<file path="src/rtl/fetch_unit_if.sv">
// ----------------------------------------------------------------------------
// fetch_unit_if
//   Bundles the fetch unit's bus-level signals: the instruction-memory
//   request/response channel, the branch redirect input, and the decode-side
//   instruction queue output.
//
//   master : fetch-unit side (drives requests and the decode output)
//   slave  : environment side (memory, branch unit, decode)
//
//   imem_req_valid/ready/addr : fetch request handshake
//   imem_rsp_valid/data       : in-order instruction response
//   redirect_valid/pc         : single-cycle flushing redirect
//   out_valid/ready/inst/pc   : queue head toward decode
// ----------------------------------------------------------------------------
interface fetch_unit_if #(
    parameter int ADDR_W = 32,
    parameter int INST_W = 32
);
    logic              imem_req_valid;
    logic              imem_req_ready;
    logic [ADDR_W-1:0] imem_req_addr;
    logic              imem_rsp_valid;
    logic [INST_W-1:0] imem_rsp_data;
    logic              redirect_valid;
    logic [ADDR_W-1:0] redirect_pc;
    logic              out_valid;
    logic              out_ready;
    logic [INST_W-1:0] out_inst;
    logic [ADDR_W-1:0] out_pc;

    modport master (
        output imem_req_valid, imem_req_addr, out_valid, out_inst, out_pc,
        input  imem_req_ready, imem_rsp_valid, imem_rsp_data,
               redirect_valid, redirect_pc, out_ready
    );

    modport slave (
        input  imem_req_valid, imem_req_addr, out_valid, out_inst, out_pc,
        output imem_req_ready, imem_rsp_valid, imem_rsp_data,
               redirect_valid, redirect_pc, out_ready
    );
endinterface

</file>
<file path="src/rtl/fetch_unit.sv">
// ----------------------------------------------------------------------------
// fetch_unit
//   Sequential instruction-fetch front end: PC generation, single-outstanding
//   req/rsp handshake to instruction memory, a QDEPTH-entry instruction queue
//   toward decode, and a flushing redirect for taken branches/jumps.
//
// Ports
//   clk    : clock, all state on posedge
//   rst_n  : asynchronous active-low reset
//   bus    : fetch_unit_if.master (imem req/rsp, redirect, decode output)
//   perf_fetched / perf_flushed : 32-bit event counters, present only when
//            FETCH_PERF_EN is defined
//
// Parameters
//   ADDR_W, INST_W : address / instruction widths
//   RESET_PC       : PC loaded on reset (word aligned)
//   QDEPTH         : queue entries, power of 2, >= 2
//
// Optional feature macro: FETCH_PERF_EN
// ----------------------------------------------------------------------------
module fetch_unit #(
    parameter int                ADDR_W   = 32,
    parameter int                INST_W   = 32,
    parameter logic [ADDR_W-1:0] RESET_PC = '0,
    parameter int                QDEPTH   = 4
) (
    input  logic          clk,
    input  logic          rst_n,
    fetch_unit_if.master  bus
`ifdef FETCH_PERF_EN
    ,
    output logic [31:0]   perf_fetched,
    output logic [31:0]   perf_flushed
`endif
);

    localparam int PTR_W = (QDEPTH > 1) ? $clog2(QDEPTH) : 1;
    localparam int CNT_W = PTR_W + 1;

    generate
        if (QDEPTH < 2 || (QDEPTH & (QDEPTH - 1)) != 0) begin : g_bad_qdepth
            $error("fetch_unit: QDEPTH must be a power of 2 and >= 2");
        end
    endgenerate

    typedef enum logic [1:0] {
        S_FETCH = 2'd0,   // free to issue
        S_WAIT  = 2'd1,   // response outstanding, will be queued
        S_DROP  = 2'd2    // response outstanding, will be discarded
    } state_t;

    state_t            state;
    logic [ADDR_W-1:0] fetch_pc;
    logic [ADDR_W-1:0] req_pc;

    logic [PTR_W-1:0]  head;
    logic [PTR_W-1:0]  tail;
    logic [CNT_W-1:0]  count;
    logic [INST_W-1:0] q_inst [QDEPTH];
    logic [ADDR_W-1:0] q_pc   [QDEPTH];
    logic [INST_W-1:0] out_inst_q;
    logic [ADDR_W-1:0] out_pc_q;

    logic              redir;
    logic              not_full;
    logic              req_valid;
    logic              accept;
    logic              push;
    logic              pop;
    logic [PTR_W-1:0]  head_nxt;
    logic [CNT_W-1:0]  cnt_nxt;
    logic              head_is_new;

    // ------------------------------------------------------------------
    // Handshake decode
    // ------------------------------------------------------------------
    always_comb begin
        redir     = bus.redirect_valid;
        not_full  = (count < CNT_W'(QDEPTH));
        // rst_n gate keeps the request low while reset is held; the FSM
        // state alone would otherwise already say "FETCH".
        req_valid = rst_n && (state == S_FETCH) && not_full && !redir;
        accept    = req_valid && bus.imem_req_ready;
        push      = (state == S_WAIT) && bus.imem_rsp_valid && !redir;
        pop       = (count != '0) && bus.out_ready && !redir;
        head_nxt  = pop ? head + PTR_W'(1) : head;
        cnt_nxt   = count + CNT_W'(push) - CNT_W'(pop);
        // After this cycle the head slot is the one being written now only
        // when the queue holds just the new entry; take data straight from
        // the response in that case since storage is not yet updated.
        head_is_new = push && (head_nxt == tail);
    end

    assign bus.imem_req_valid = req_valid;
    assign bus.imem_req_addr  = fetch_pc;
    assign bus.out_valid      = (count != '0);
    assign bus.out_inst       = out_inst_q;
    assign bus.out_pc         = out_pc_q;

    // ------------------------------------------------------------------
    // Fetch FSM and PC generation
    // ------------------------------------------------------------------
    always_ff @(posedge clk or negedge rst_n) begin
        if (!rst_n) begin
            state    <= S_FETCH;
            fetch_pc <= RESET_PC;
            req_pc   <= '0;
        end else begin
            case (state)
                S_FETCH: begin
                    if (accept) begin
                        req_pc <= fetch_pc;
                        state  <= S_WAIT;
                    end
                end
                S_WAIT: begin
                    // A response arriving with a redirect is simply not
                    // pushed; nothing is outstanding afterwards either way.
                    if (bus.imem_rsp_valid) state <= S_FETCH;
                    else if (redir)         state <= S_DROP;
                end
                S_DROP: begin
                    // The stale response retires the outstanding request
                    // even if another redirect lands in the same cycle.
                    if (bus.imem_rsp_valid) state <= S_FETCH;
                end
                default: state <= S_FETCH;
            endcase

            if (redir)
                fetch_pc <= {bus.redirect_pc[ADDR_W-1:2], 2'b00};
            else if (accept)
                fetch_pc <= fetch_pc + ADDR_W'(4);
        end
    end

    // ------------------------------------------------------------------
    // Instruction queue: pointers, count and registered head outputs
    // ------------------------------------------------------------------
    always_ff @(posedge clk or negedge rst_n) begin
        if (!rst_n) begin
            head       <= '0;
            tail       <= '0;
            count      <= '0;
            out_inst_q <= '0;
            out_pc_q   <= '0;
        end else if (redir) begin
            // Flush: outputs keep their last value, out_valid drops.
            head  <= '0;
            tail  <= '0;
            count <= '0;
        end else begin
            if (push) tail <= tail + PTR_W'(1);
            head  <= head_nxt;
            count <= cnt_nxt;
            if (cnt_nxt != '0) begin
                out_inst_q <= head_is_new ? bus.imem_rsp_data : q_inst[head_nxt];
                out_pc_q   <= head_is_new ? req_pc            : q_pc[head_nxt];
            end
        end
    end

    // Entry storage needs no reset; occupancy is tracked by count.
    always_ff @(posedge clk) begin
        if (push) begin
            q_inst[tail] <= bus.imem_rsp_data;
            q_pc[tail]   <= req_pc;
        end
    end

`ifdef FETCH_PERF_EN
    // ------------------------------------------------------------------
    // Performance counters (wrap naturally at 2^32)
    // ------------------------------------------------------------------
    always_ff @(posedge clk or negedge rst_n) begin
        if (!rst_n) begin
            perf_fetched <= '0;
            perf_flushed <= '0;
        end else begin
            if (push)  perf_fetched <= perf_fetched + 32'd1;
            if (redir) perf_flushed <= perf_flushed + 32'd1;
        end
    end
`endif

endmodule

</file>
<file path="src/flat_wrapper.sv">
// flat-port wrapper written by rule: the top's interface ports become plain ports
module fetch_unit_flat 
#(
    parameter int                ADDR_W   = 32,
    parameter int                INST_W   = 32,
    parameter logic [ADDR_W-1:0] RESET_PC = '0,
    parameter int                QDEPTH   = 4
)
  (clk, rst_n, bus_imem_req_valid, bus_imem_req_addr, bus_out_valid, bus_out_inst, bus_out_pc, bus_imem_req_ready, bus_imem_rsp_valid, bus_imem_rsp_data, bus_redirect_valid, bus_redirect_pc, bus_out_ready);
  fetch_unit_if #(.ADDR_W(ADDR_W), .INST_W(INST_W)) bus_i ();
  input  logic clk;
  input  logic rst_n;
  output wire logic [$bits(bus_i.imem_req_valid)-1:0] bus_imem_req_valid;
  output wire logic [$bits(bus_i.imem_req_addr)-1:0] bus_imem_req_addr;
  output wire logic [$bits(bus_i.out_valid)-1:0] bus_out_valid;
  output wire logic [$bits(bus_i.out_inst)-1:0] bus_out_inst;
  output wire logic [$bits(bus_i.out_pc)-1:0] bus_out_pc;
  input wire logic [$bits(bus_i.imem_req_ready)-1:0] bus_imem_req_ready;
  input wire logic [$bits(bus_i.imem_rsp_valid)-1:0] bus_imem_rsp_valid;
  input wire logic [$bits(bus_i.imem_rsp_data)-1:0] bus_imem_rsp_data;
  input wire logic [$bits(bus_i.redirect_valid)-1:0] bus_redirect_valid;
  input wire logic [$bits(bus_i.redirect_pc)-1:0] bus_redirect_pc;
  input wire logic [$bits(bus_i.out_ready)-1:0] bus_out_ready;
  assign bus_imem_req_valid = bus_i.imem_req_valid;
  assign bus_imem_req_addr = bus_i.imem_req_addr;
  assign bus_out_valid = bus_i.out_valid;
  assign bus_out_inst = bus_i.out_inst;
  assign bus_out_pc = bus_i.out_pc;
  assign bus_i.imem_req_ready = bus_imem_req_ready;
  assign bus_i.imem_rsp_valid = bus_imem_rsp_valid;
  assign bus_i.imem_rsp_data = bus_imem_rsp_data;
  assign bus_i.redirect_valid = bus_redirect_valid;
  assign bus_i.redirect_pc = bus_redirect_pc;
  assign bus_i.out_ready = bus_out_ready;
  fetch_unit #(.ADDR_W(ADDR_W), .INST_W(INST_W), .RESET_PC(RESET_PC), .QDEPTH(QDEPTH)) u_core (.clk(clk), .rst_n(rst_n), .bus(bus_i));
endmodule
</file>
<file path="config.mk">
export PLATFORM = sky130hd
export DESIGN_NAME = fetch_unit_flat
export DESIGN_NICKNAME = d
export VERILOG_FILES = /design/src/rtl/fetch_unit_if.sv /design/src/rtl/fetch_unit.sv /design/src/flat_wrapper.sv
export SDC_FILE = /design/constraint.sdc
export NUM_CORES = 1
export LEC_CHECK = 0
export CORE_AREA = 2 2 201 203
export DETAILED_ROUTE_END_ITERATION = 7
export DIE_AREA = 0 0 203 205
export PLACE_DENSITY = 0.68
export SYNTH_ARGS = -nofsm -noshare
export SYNTH_HDL_FRONTEND = slang
export SYNTH_SLANG_ARGS = --single-unit
</file>
<file path="constraint.sdc">
create_clock -name clk -period 4.5 [get_ports clk]
set_input_delay 0.675 -clock clk [delete_from_list [all_inputs] [get_ports clk]]
set_output_delay 0.675 -clock clk [all_outputs]
set_load 0.1 [all_outputs]
</file>
==> metrics.txt <==
clock period minus worst slack=3.68 ns; io pins=168; number of warnings printed during yosys synthesis=0; Detailed Route Iter0 Violations=662; horizontal die dimension=203 microns; count of buffers from port buffering=161; Synth cell types=60; biggest area contributors in the synthesized netlist=sky130_fd_sc_hd__edfxtp_1, sky130_fd_sc_hd__dfrtp_1, sky130_fd_sc_hd__nand2_1; Max VDD drop=443 uV; final count of negative-setup-slack endpoints=0; cell chosen for the clock root=sky130_fd_sc_hd__clkbuf_16; placer congestion estimate=0.828; starting utilization of the core area=39.6%; setup fix buffers added after clock tree synthesis=0; Commonest cells post-synth=sky130_fd_sc_hd__edfxtp_1, sky130_fd_sc_hd__nand2_1, sky130_fd_sc_hd__dfrtp_1, sky130_fd_sc_hd__nor2_1, sky130_fd_sc_hd__a31oi_1; area of placed instances=17600 sq um; DPL Wire Length=20800 microns; post-synthesis average cell area=13.3 sq um; most used flip-flop cell after synthesis=sky130_fd_sc_hd__edfxtp_1; antenna violations before repair=0; cell type with the largest total area after synthesis=sky130_fd_sc_hd__edfxtp_1; Post-synth EDFFs=248; count of final hold-check violations=0; Hold/Removal Path Class=input port to asynchronous set/reset pin; synthesized flop and latch total=379; standard-cell row count=73; Die Footprint=41600 sq um; Cell Pwr Density=657 nW/um^2; first-pass GRT wire length=56900 microns; area of the core=39400 sq um; number of clock sinks seen by CTS=379; number of hold buffers added after CTS=0; Synth Instances=1176; number of cells in the design after placement=1805; maximum fanout along the worst path=98; vias in the first global route=10077; fraction of layout cells with a size suffix above 1=7.75%; finished layout cell area=18800 sq um; number of diodes=0; DIE HEIGHT=205 microns; CTS tree=yes; Relative slew margins=20.0%; area overhead of the layout relative to synthesis=20.7%; FFs w/ async S/R, synth=34.6%; worst setup margin=0.824 ns; part of the Yosys area used for sequential elements=68.8%; pin slew with the least headroom to its limit=1.20 ns; first drt pass iteration count=4; total via count after detailed routing=10051; unrepaired setup endpoints after global routing=no; H-tree lvl count=2; FF-to-FF Start=u_core.count[2]$_DFF_PN0_; library cell with the highest instance count after synthesis=sky130_fd_sc_hd__edfxtp_1; wire length per cell after detailed routing=19.5 microns; run status=finished clean; endpoint kind of the worst setup timing path=flop; Lkg Pwr=6.60 nW; post-route clock period utilization=81.7%; Worst Clk Skew=0.0144 ns; number of routed nets with antenna violations=0; category of the worst setup path launch point=input port; clock transition at the registers of the reported paths=0.06 ns; grt ovf=0; critical path startpoint=bus_redirect_valid; post-place setup slack=0.288 ns; detailed-route DRC error count=0; area of the mapped netlist=15600 sq um; routed vias/inst=5.35; number of gates resized after CTS=0; final-layout worst hold slack=0.0397 ns; TritonCTS buffer count=41; clock latency on the worst-skew pair=0.53 ns; Max clock buf depth=3; setup tns final=0 ns; Req. time, crit path=4.94 ns; flop2flop setup slack=1.11 ns; max-slew violation count=0; classification of the worst setup path=input port to flop; Arr. time, crit path=4.12 ns; maximum operating frequency=0.272 GHz; WL final=36700 microns; share of Yosys cell area claimed by the top area cell type=47.8%; reported max-cap violation count=0; maximum number of pins on one net before global-route repair=99; worst reg2reg path endpoint=u_core.bus.out_pc[13]$_DFFE_PN0P_; Worst Reg-to-Reg Cells=15; filler-free cell count of the finished design=1880; GR Util All Layers=17.6%; number of nets in the layout=1401
metal layers:
metal | part of all wire (%) | track usage [%] | wire length [microns] | vias up
met3 | 5.4 | 3.47 | 1970 | 64
met5 | 0 | 0 | 0 | -
met2 | 46 | 28.1 | 17000 | 259
li1 | - | - | - | 4710
met1 | 46 | 24.4 | 16900 | 5018
met4 | 2.2 | 5.14 | 814 | 0
per-stage QoR:
step	util, %	total power [mW]
finish	47.8	12.4
global route	47.8	12.9
floorplan	-	8.10
CTS	47.8	12.5
detailed placement	44.7	9.39
global placement	44.7	9.32
cell usage in the layout (no fill, tap or decap), types with 4 or more instances in the layout:
cell,Yosys,routed
sky130_fd_sc_hd__clkbuf_16,0,41
sky130_fd_sc_hd__inv_1,14,14
sky130_fd_sc_hd__edfxtp_1,248,248
sky130_fd_sc_hd__o311ai_0,6,6
sky130_fd_sc_hd__and2_4,0,4
sky130_fd_sc_hd__buf_4,11,19
sky130_fd_sc_hd__nor2_1,88,88
sky130_fd_sc_hd__o211ai_1,63,63
sky130_fd_sc_hd__clkdlybuf4s50_1,0,159
sky130_fd_sc_hd__a31oi_1,67,66
sky130_fd_sc_hd__a21oi_1,11,11
sky130_fd_sc_hd__nand2_1,189,188
sky130_fd_sc_hd__o22ai_1,4,4
sky130_fd_sc_hd__nand3_1,14,14
sky130_fd_sc_hd__a2bb2oi_1,59,59
sky130_fd_sc_hd__nor3_2,4,4
sky130_fd_sc_hd__clkbuf_8,0,4
sky130_fd_sc_hd__nand4_1,8,8
sky130_fd_sc_hd__conb_1,1,4
sky130_fd_sc_hd__a221o_1,7,7
sky130_fd_sc_hd__nor3_1,15,15
sky130_fd_sc_hd__dfrtp_1,131,130
sky130_fd_sc_hd__a32oi_1,4,4
sky130_fd_sc_hd__ha_1,7,7
sky130_fd_sc_hd__clkinv_2,0,5
sky130_fd_sc_hd__clkinv_1,0,4
sky130_fd_sc_hd__o21ai_0,31,31
sky130_fd_sc_hd__xor2_1,4,4
sky130_fd_sc_hd__clkbuf_1,32,17
sky130_fd_sc_hd__and3_1,7,7
sky130_fd_sc_hd__nor2b_1,5,5
sky130_fd_sc_hd__mux2i_1,60,60
worst max-delay path, cell delays in order:
cell,delay (ns)
sky130_fd_sc_hd__clkdlybuf4s50_1,0.68
sky130_fd_sc_hd__nor2b_4,0.29
sky130_fd_sc_hd__nand2_4,0.12
sky130_fd_sc_hd__inv_2,0.20
sky130_fd_sc_hd__ha_1,0.27
sky130_fd_sc_hd__inv_1,0.06
sky130_fd_sc_hd__ha_1,0.13
sky130_fd_sc_hd__inv_1,0.05
sky130_fd_sc_hd__fa_1,0.37
sky130_fd_sc_hd__xor2_1,0.17
sky130_fd_sc_hd__xnor2_1,0.18
sky130_fd_sc_hd__a31oi_4,0.24
sky130_fd_sc_hd__buf_12,0.38
sky130_fd_sc_hd__nor2_1,0.10
sky130_fd_sc_hd__a31oi_1,0.16
sequential cells by signal (all words and copies together) (netlist names):
register and count:
u_core.tail 2, u_core.bus.out_inst 32, u_core.bus.imem_req_addr 30, u_core.head 2, u_core.req_pc 30, u_core.bus.out_pc 30, u_core.count 3, u_core.q_pc 120
u_core.q_inst 128, u_core.state 2
worst max-delay path by stage:
stage / to / depth (start not counted)
2_1_floorplan: u_core.bus.out_inst[10]$_DFFE_PN0P_ / 16
3_3_place_gp: u_core.bus.out_inst[19]$_DFFE_PN0P_ / 15
3_5_place_dp: u_core.bus.out_pc[13]$_DFFE_PN0P_ / 15
4_1_cts: u_core.bus.out_pc[13]$_DFFE_PN0P_ / 15
5_1_grt: u_core.bus.out_pc[28]$_DFFE_PN0P_ / 15
6_report: u_core.bus.out_pc[13]$_DFFE_PN0P_ / 15
final cells by class:
type                    instances  area (sq um)
clock buffers                  62          1140
clock inverters                13          73.8
fillers                      3465         20600
inverters                      16          60.1
multi-input cells             704          4370
flip-flops and latches        379         10700
well taps                     525           657
repair buffers                181          1790
cell families after synthesis:
group | after synthesis | synth area share (%)
other cells | 1 | 0.0241
fa+ha+maj | 8 | 0.690
mux | 63 | 4.07
xor+xnor | 6 | 0.337
buf+inv | 96 | 3.56
flops | 379 | 68.8
simple gates | 358 | 10.2
compound gates | 265 | 12.3
power breakdown:
part	total [mW]	leakage (nW)	internal, mW	switching, mW
sequential	4.83	3.79	4.34	0.485
combinational	4.46	2.22	1.07	3.39
clock	3.06	0.593	1.76	1.30
No activity file was read; power rests on OpenSTA's default activity.
